`src/rtl/cpu_pkg.sv`:
```
// cpu_pkg: sequencer state encoding and opcode classes shared with control_matrix
package cpu_pkg;
   typedef enum logic [2:0] {
      IDLE      = 3'd0,
      FETCH     = 3'd1,
      DECODE    = 3'd2,
      EXECUTE   = 3'd3,
      MEM       = 3'd4,
      WRITEBACK = 3'd5,
      HALT      = 3'd6,
      FAULT     = 3'd7
   } state_t;
   localparam logic [3:0] OP_LOAD   = 4'b1000;
   localparam logic [3:0] OP_STORE  = 4'b1001;
   localparam logic [3:0] OP_BRANCH = 4'b1010;
   localparam logic [3:0] OP_HALT   = 4'b1111;
endpackage

```
`src/rtl/mem_wait_timer.sv`:
```
// mem_wait_timer: counts consecutive memory-wait cycles and flags the last allowed one
module mem_wait_timer #(
   parameter int MEM_TIMEOUT = 15
) (
   input  logic i_clock,
   input  logic i_rst,
   input  logic i_clear,
   input  logic i_count_en,
   output logic o_expired
);
   localparam int TW = (MEM_TIMEOUT > 1) ? $clog2(MEM_TIMEOUT) : 1;
   logic [TW-1:0] r_cnt;
   always_ff @(posedge i_clock or posedge i_rst)
      if (i_rst) r_cnt <= '0;
      else if (i_clear) r_cnt <= '0;
      else if (i_count_en) r_cnt <= r_cnt + 1'b1;
   // a zero timeout disables faulting entirely
   assign o_expired = (MEM_TIMEOUT != 0) && i_count_en && (r_cnt == TW'(MEM_TIMEOUT - 1));
endmodule

```
`src/rtl/instruction_sequencer.sv`:
```
// instruction_sequencer: steps each instruction through FETCH..WRITEBACK and
// produces the state that control_matrix decodes, with run/step/halt/fault control
module instruction_sequencer
   import cpu_pkg::*;
#(
   parameter int CNT_W       = 16,
   parameter int MEM_TIMEOUT = 15
) (
   input  logic             clock,
   input  logic             control_reset,
   input  logic             state_machine_reset,
   input  logic             run,
   input  logic             step,
   input  logic [3:0]       opcode,
   input  logic             mem_ready,
   output logic [2:0]       state,
   output logic [3:0]       opcode_latched,
   output logic             instr_done,
   output logic             busy,
   output logic             halted,
   output logic             fault,
   output logic [CNT_W-1:0] instr_count
);
   state_t           r_state, w_next, w_after;
   logic [3:0]       r_op;
   logic [CNT_W-1:0] r_count;
   logic             w_wait, w_expired, w_end;
   assign w_wait  = (r_state == FETCH || r_state == MEM) && !mem_ready;
   assign w_after = run ? FETCH : IDLE;
   assign w_end   = (r_state == WRITEBACK) || (r_state == EXECUTE && r_op == OP_BRANCH) ||
                    (r_state == MEM && mem_ready && r_op == OP_STORE);
   mem_wait_timer #(.MEM_TIMEOUT(MEM_TIMEOUT)) u_timer (
      .i_clock    (clock),
      .i_rst      (control_reset),
      .i_clear    (state_machine_reset || !w_wait),
      .i_count_en (w_wait),
      .o_expired  (w_expired)
   );
   always_comb begin
      w_next = r_state;
      case (r_state)
         IDLE:      w_next = (run || step) ? FETCH : IDLE;
         FETCH:     w_next = w_expired ? FAULT : mem_ready ? DECODE : FETCH;
         DECODE:    w_next = (opcode == OP_HALT) ? HALT : EXECUTE;
         EXECUTE:   w_next = (r_op == OP_LOAD || r_op == OP_STORE) ? MEM :
                             (r_op == OP_BRANCH) ? w_after : WRITEBACK;
         MEM:       w_next = w_expired ? FAULT : !mem_ready ? MEM :
                             (r_op == OP_LOAD) ? WRITEBACK : w_after;
         WRITEBACK: w_next = w_after;
         default:   w_next = r_state;
      endcase
   end
   always_ff @(posedge clock or posedge control_reset)
      if (control_reset) begin
         r_state <= IDLE;
         r_op    <= '0;
         r_count <= '0;
      end else begin
         r_state <= state_machine_reset ? IDLE : w_next;
         if (r_state == DECODE && !state_machine_reset) r_op <= opcode;
         if (instr_done) r_count <= r_count + 1'b1;
      end
   assign state          = r_state;
   assign opcode_latched = r_op;
   assign instr_done     = w_end && !state_machine_reset;
   assign busy           = !(r_state == IDLE || r_state == HALT || r_state == FAULT);
   assign halted         = r_state == HALT;
   assign fault          = r_state == FAULT;
   assign instr_count    = r_count;
endmodule

```
`config.mk`:
```
export PLATFORM = sky130hd
export DESIGN_NAME = instruction_sequencer
export DESIGN_NICKNAME = d
export VERILOG_FILES = /design/src/rtl/cpu_pkg.sv /design/src/rtl/mem_wait_timer.sv /design/src/rtl/instruction_sequencer.sv
export SDC_FILE = /design/constraint.sdc
export NUM_CORES = 1
export LEC_CHECK = 0
export BUFFER_PORTS_ARGS = -buffer_cell sky130_fd_sc_hd__buf_2
export CAP_MARGIN = 5
export CORE_ASPECT_RATIO = 1.75
export CORE_MARGIN = 1
export CORE_UTILIZATION = 56
export DETAILED_ROUTE_END_ITERATION = 8
export HOLD_SLACK_MARGIN = 0.1
export PLACE_DENSITY = 0.86
export SKIP_CTS_REPAIR_TIMING = 1
export SYNTH_ARGS = -nofsm -noshare
export SYNTH_HDL_FRONTEND = slang
export SYNTH_SLANG_ARGS = --single-unit
export TNS_END_PERCENT = 5
```
`constraint.sdc`:
```
create_clock -name clock -period 2.35 [get_ports clock]
set_input_delay 0.1175 -clock clock [delete_from_list [all_inputs] [get_ports clock]]
set_output_delay 0.1175 -clock clock [all_outputs]
set_load 0.02 [all_outputs]
```
==> metrics.md, run 1 <==
| Metric | Value |
|---|---|
| Drt pass-1 iters | 4 |
| CTS clk-pin slew, worst paths | 0.09 ns |
| R2R Setup Slk | 0.58 ns |
| Pre-CTS setup slack | 0.588 ns |
| Mapped cell area | ~1500 sq um |
| Setup Skew | between 0.004 and 0.005 ns |
| Synth Register Bits | 27 |
| Worst Setup SP | state[2] |
| Worst-path maximum fanout | 17 |
| Cell area power density | 687 nW/um^2 |
| Die width | approximately 40 microns |
| Reg2reg end | instr_count[1] |
| First-pass GRT wire length | between 4 and 5 mm |
| Vias | 1173 |
| Main combinational cell family by area after synthesis | simple AND/OR/NAND/NOR gates |
| Setup TNS | 0 ns |
| Reg area | 676 sq um |
| Initial Utilization | between 50% and 60% |
| CP Launch Type | flip-flop |
| Fin. max-slew vios | 0 |
| Mux cell area share after synthesis | 4.41% |
| Layout cell share with drive strength beyond 1 | 31.6% |
| CP max stage cell | dfrtp_1 |
| Cell Chain, Critical Path | and3b_4, a32oi_4, nand2_4, buf_2 |
| ANT nets after route | 0 |
| Area contributors post-synth | dfrtp_1 (45%), xnor2_1 (8.7%), mux2_2 (3.7%) |
| Count leader, synth | dfrtp_1 |
| Worst path required time | 2.23 ns |
| Tcrit/Tclk final | 82.8% |
| Mapped Cells | 140 |
| Syn_nets | approximately 150 |
| DRC | 0 |
| Fin. Hold Viols | 0 |
| Die H | 70.5 microns |
| Nets@finish | 188 |
| Worst min path class | in -> async |
| Endpoints failing setup | 0 |
| HPWL Detailed | 2.40 mm |
| EDFF count, synth | 0 |
| Clock Path Buffers | 2 |
| DIE AREA | 2900 sq um |
| Adder-cell share of the synthesized area | 2.50% |
| RR Startpoint | state[2] |
| Critical path type | reg -> out |
| Top post-synthesis cells by count | dfrtp_1 (27), nor2_1 (15), xnor2_1 (15) |
| RSZ-0062 raised after global routing | no |
| Compound-Gate Fraction of Synth Area | 8.74% |
| Setup WS post-layout | 0.404 ns |
| Library cells used by synthesis | 39 |
| All-layer global routing usage | 23.3% |
| Tightest Pin Transition | roughly 0.94 ns |
| Syn_area_per_cell | 10.7 sq um |
| Post-synthesis simple-gate area fraction | 23.9% |
| CP peak stage delay | 0.63 ns |
| DR iter-0 viols | 51 |
| Vias in the first global route | 1106 |
| DR WL/cell | 15.7 microns |
| Max-cap viol count | 0 |
| Arrival @ worst endpoint | about 1.8 ns |
| Largest net degree at the start of global routing | 28 |
| Diode count | 0 |
| # port buffers | 36 |
| Register area share after synthesis | 45.0% |
| FILL cells | ~190 |
| Leak Pwr | roughly 0.83 nW |
| Worst-Skew Late Latency | 0.27 ns |
| Core area | 2520 sq um |
| Fmax | 0.514 GHz |
| Worst rel slew slack | roughly 37% |
| Boundary Pins | 37 |
| Ys Warns | 0 |
| Grt ovf | 0 |
| DR vias/cell | 5.87 |
| Largest area contributor in the netlist | dfrtp_1 |
| Routed wire length | 3.14 mm |
| GPL Wtd Cong | just over 0.7 |
| Multi-input logic area | about 750 sq um |
| Reg2Reg Depth | 4 |
| Area share of the leading cell type in the synthesized netlist | 45.0% |
| Asr flop ratio synth | 100% |
| P&R area growth vs syn | 14.2% |
| Main synth FF type | dfrtp_1 |
| Post-Synth XOR/XNOR Area | 10.5% |
| Maximum VDD drop | about 0.47 mV |
| Root Driver | clkbuf_8 |
| Clk sinks | 27 |
| Initial antenna violation count | 0 |
| Number of CTS-inserted buffers | 3 |
| FP Rows | 24 |
| CTS tree | built |
| Crit. End Element | output pin |
| Status | finished, final reports clean |
| H-tree levels | 1 |
| Min Tclk post-route | a little under 2 ns |
## power breakdown
group | total (mW) | internal, mW | leakage (nW) | switching (mW)
sequential | 0.575 | 0.513 | 0.368 | 0.0629
clock | 0.259 | 0.122 | 0.0228 | 0.138
combinational | 0.344 | 0.145 | 0.439 | 0.199
## sequential cells by signal, indices dropped and copies added, names as in the netlist
register,cells
instr_count,16
opcode_latched,4
u_timer.r_cnt,4
state,3
## cells by family after synthesis
kind of cell             Yosys count
AND/OR/NAND/NOR                   57
flip-flops                        27
XOR/XNOR                          18
AO/OA/AOI/OAI                     16
buffers and inverters             13
multiplexers                       6
adder cells (fa/ha/maj)            3
## worst max-delay path, delay by kind of cell (launching register included)
family,cells,cell delay [ns]
flops,1,0.63
buf+inv,1,0.19
simple gates,2,0.44
compound gates,1,0.30
## final cells by class
type / instances / share of cell area [%]
Clock buffer: 4 / 2.63
Inverter: 6 / 1.31
Multi-Input combinational cell: 100 / 43.8
Sequential cell: 27 / 39.4
Tap cell: 26 / 1.90
Timing Repair Buffer: 37 / 10.9
## how the worst max path moves through the flow
stage,end,slack [ns],cells past startpoint
2_1_floorplan,instr_count[4],0.68,6
3_3_place_gp,instr_count[1],0.68,4
3_5_place_dp,instr_count[9],0.59,5
4_1_cts,instr_done,0.41,4
5_1_grt,instr_done,0.32,4
6_report,instr_done,0.40,4
## stage by stage
stage	power, mW	cell area [sq um]	cells	hold slack [ns]	util, %
after floorplan	0.821	1500	140	0.170	-
after global placement	0.907	1670	196	0.368	66.2
after detailed placement	0.928	1670	196	0.375	66.2
after CTS	1.18	1720	200	0.0896	68.0
after global routing	1.23	1720	200	0.103	68.0
final	1.18	1720	200	0.0510	68.0
## layer usage
metal | up-vias | global-route usage [%] | wire length [microns]
met5 | - | 0 | 0
met4 | 0 | 7.53 | 38
met3 | 4 | 1.90 | 97
met2 | 37 | 42.4 | 1740
met1 | 572 | 26.0 | 1260
li1 | 560 | - | -
## placed cells by master (no fill, tap or decap), drive strengths merged, types with 2 or more instances in the layout
cell type / instances
a211oi: 2
a21oi: 4
and3: 4
buf: 37
clkbuf: 4
dfrtp: 27
ha: 3
inv: 6
mux2: 5
nand2: 5
nand2b: 2
nand3: 7
nand4: 9
nor2: 15
nor3: 4
nor3b: 2
o21ai: 5
or3b: 2
xnor2: 15
xor2: 3
No activity file was read; power rests on OpenSTA's default activity.
==> run 2: changes to the inputs <==
CORE_UTILIZATION = 47   (was 56)
PLACE_DENSITY = 0.78   (was 0.86)
clock period = 1.7 ns   (was 2.35 ns; I/O delays follow)
==> run 2 against run 1 <==
  * The flow now finishes with violations (setup timing)
  * Largest power group unchanged
  * Via count is 7.0% higher
  * Utilization is 5.8 points lower
  * Clock skew hardly changed
  * Die area is 18% higher
  * Clock-buffer cell count stayed put
  * Sequential power is 35% higher
  * Critical path type is now reg -> reg
==> metrics.md, run 2 (synthesis results as in run 1) <==
| Metric | Value |
|---|---|
| Status | finished, violations left |
| Failing checks | setup timing |
| Part of the power in registers | 45.6% |
| Placement Cell Area | 1740 sq um |
| All-layer global routing usage | a little over a fifth |
| Critical path endpoint | instr_count[9] |
| Worst-path maximum fanout | 6 |
| Bufs and invs on worst path | 0 |
| Setup Skew | 0.00444 ns |
| Root Driver | clkbuf_8 |
| Max reg flops | 16 |
| RSZ-0062 raised after global routing | yes |
| Leak Pwr | 0.888 nW |
| Worst Setup SP | opcode_latched[1] |
| CTS tree | built |
| DR vias/cell | 5.48 |
| Maximum VDD drop | 0.680 mV |
| Tcrit/Tclk final | 101% |
| Clk sinks | 27 |
| CP peak stage delay | ~0.44 ns |
| Most common cell after layout, fill and taps aside | buf_2 |
| CP max stage cell | or3b_4 |
| H-tree levels | 1 |
| Initial antenna violation count | 0 |
| Crit. End Element | flip-flop |
| Fin. max-slew vios | 0 |
| DR WL/cell | around 15 microns |
| Clock Path Buffers | 2 |
| Design Area, Final | 1860 sq um |
| Cell Chain, Critical Path | or3b_4, nand3b_4, a21oi_4, nand3_1, xnor2_1 |
| HPWL Detailed | 2.47 mm |
| Critical path depth | 5 |
| Setup WS post-layout | -0.0229 ns |
| Max-cap viol count | 0 |
| Largest net degree at the start of global routing | 28 |
| P&R area growth vs syn | 23.9% |
| Cell area power density | around 920 nW/um^2 |
| Min Tclk post-route | 1.72 ns |
| RR Startpoint | opcode_latched[1] |
| Diode count | 0 |
| Worst rel slew slack | around three quarters |
| Switch share | 34.2% |
| Routed wire length | 3.42 mm |
| Layout cell share with drive strength beyond 1 | between 30% and 40% |
| Vias in the first global route | 1193 |
| DIE AREA | between 3000 and 4000 sq um |
| Worst min path class | in -> reg |
| Fmax | 0.580 GHz |
| GPL Wtd Cong | approximately 0.8 |
| ANT nets after route | 0 |
| DR iter-0 viols | 39 |
| Final Core Density | 62.2% |
| Core area | around 3000 sq um |
| Nets@finish | roughly 200 |
| Sw power | 0.583 mW |
| Delay-heaviest family, CP | simple AND/OR/NAND/NOR gates |
| CP Launch Type | flip-flop |
| Arrival @ worst endpoint | 1.89 ns |
| Comb pwr share | approximately a third |
| # port buffers | 36 |
| FP Rows | 26 |
| Commonest cells after routing, fill and taps aside | buf_2 (35), dfrtp_1 (25), xnor2_1 (15), nor2_1 (15) |
| Vias | 1255 |
| Tightest Pin Transition | 0.350 ns |
| Worst-Skew Late Latency | between 0.2 and 0.3 ns |
| CTS clk-pin slew, worst paths | 0.09 ns |
| First-pass GRT wire length | 5.39 mm |
| Number of CTS-inserted buffers | 3 |
| Grt ovf | 0 |
| Clk pwr share | 21.9% |
| Drt pass-1 iters | 4 |
| Initial Utilization | between 50% and 60% |
| R2R Setup Slk | -0.02 ns |
| Die width | 44.7 microns |
| Critical path type | reg -> reg |
| DRC | 0 |
| Pint | 1.12 mW |
| Boundary Pins | 37 |
| Reg2Reg Depth | 5 |
| Endpoints failing setup | 4 |
| Die H | 76.8 microns |
| Reg2reg end | instr_count[9] |
| Worst path required time | 1.87 ns |
| Fin. Hold Viols | 0 |
==> run 2: final cells by class <==
cell class                      count  area (sq um)
Fill cell                         260          1130
Multi-Input combinational cell    100           761
Sequential cell                    27           678
Timing Repair Buffer               50           303
Tap cell                           42          52.6
Clock buffer                        4          45.0
Inverter                            6          22.5
==> run 2: worst register-to-register path, stage by stage, from the launching register on <==
cell and delay, ns:
dfrtp_1 0.42, or3b_4 0.44, nand3b_4 0.22, a21oi_4 0.25, nand3_1 0.14, xnor2_1 0.15
==> run 2: power by group through the flow <==
stage | clock network [mW] | registers, mW | logic, mW
3_5_place_dp | 0 | 0.788 | 0.521
3_3_place_gp | 0 | 0.773 | 0.506
6_report | 0.373 | 0.779 | 0.555
4_1_cts | 0.382 | 0.773 | 0.525
5_1_grt | 0.395 | 0.785 | 0.599
2_1_floorplan | 0 | 0.862 | 0.272
==> run 2: worst min-delay path by stage <==
stage,from,end,cells after the start
floorplan,control_reset,instr_count[0],1
global placement,control_reset,u_timer.r_cnt[1],3
detailed placement,control_reset,instr_count[8],3
CTS,control_reset,instr_count[11],3
global route,state_machine_reset,state[1],2
finish,state_machine_reset,state[1],2
==> run 2: per-stage QoR <==
step	total power [mW]	setup slack [ns]	hold WS (ns)	setup TNS [ns]	cells
6_report	1.71	-0.0229	0.0837	-0.0417	229
5_1_grt	1.78	-0.0615	0.103	-0.247	229
4_1_cts	1.68	-0.0524	-0.141	-0.0524	222
3_5_place_dp	1.31	0.0107	0.166	0	218
3_3_place_gp	1.28	0.0991	0.155	0	218
2_1_floorplan	1.13	0.0313	0.138	0	140
==> run 2: metal layers <==
layer / share of wire (%) / global-route usage, %
met1: 41 / 25.3
met2: 53 / 35.1
met3: 3.5 / 2.12
met4: 2.5 / 11.2
met5: 0 / 0
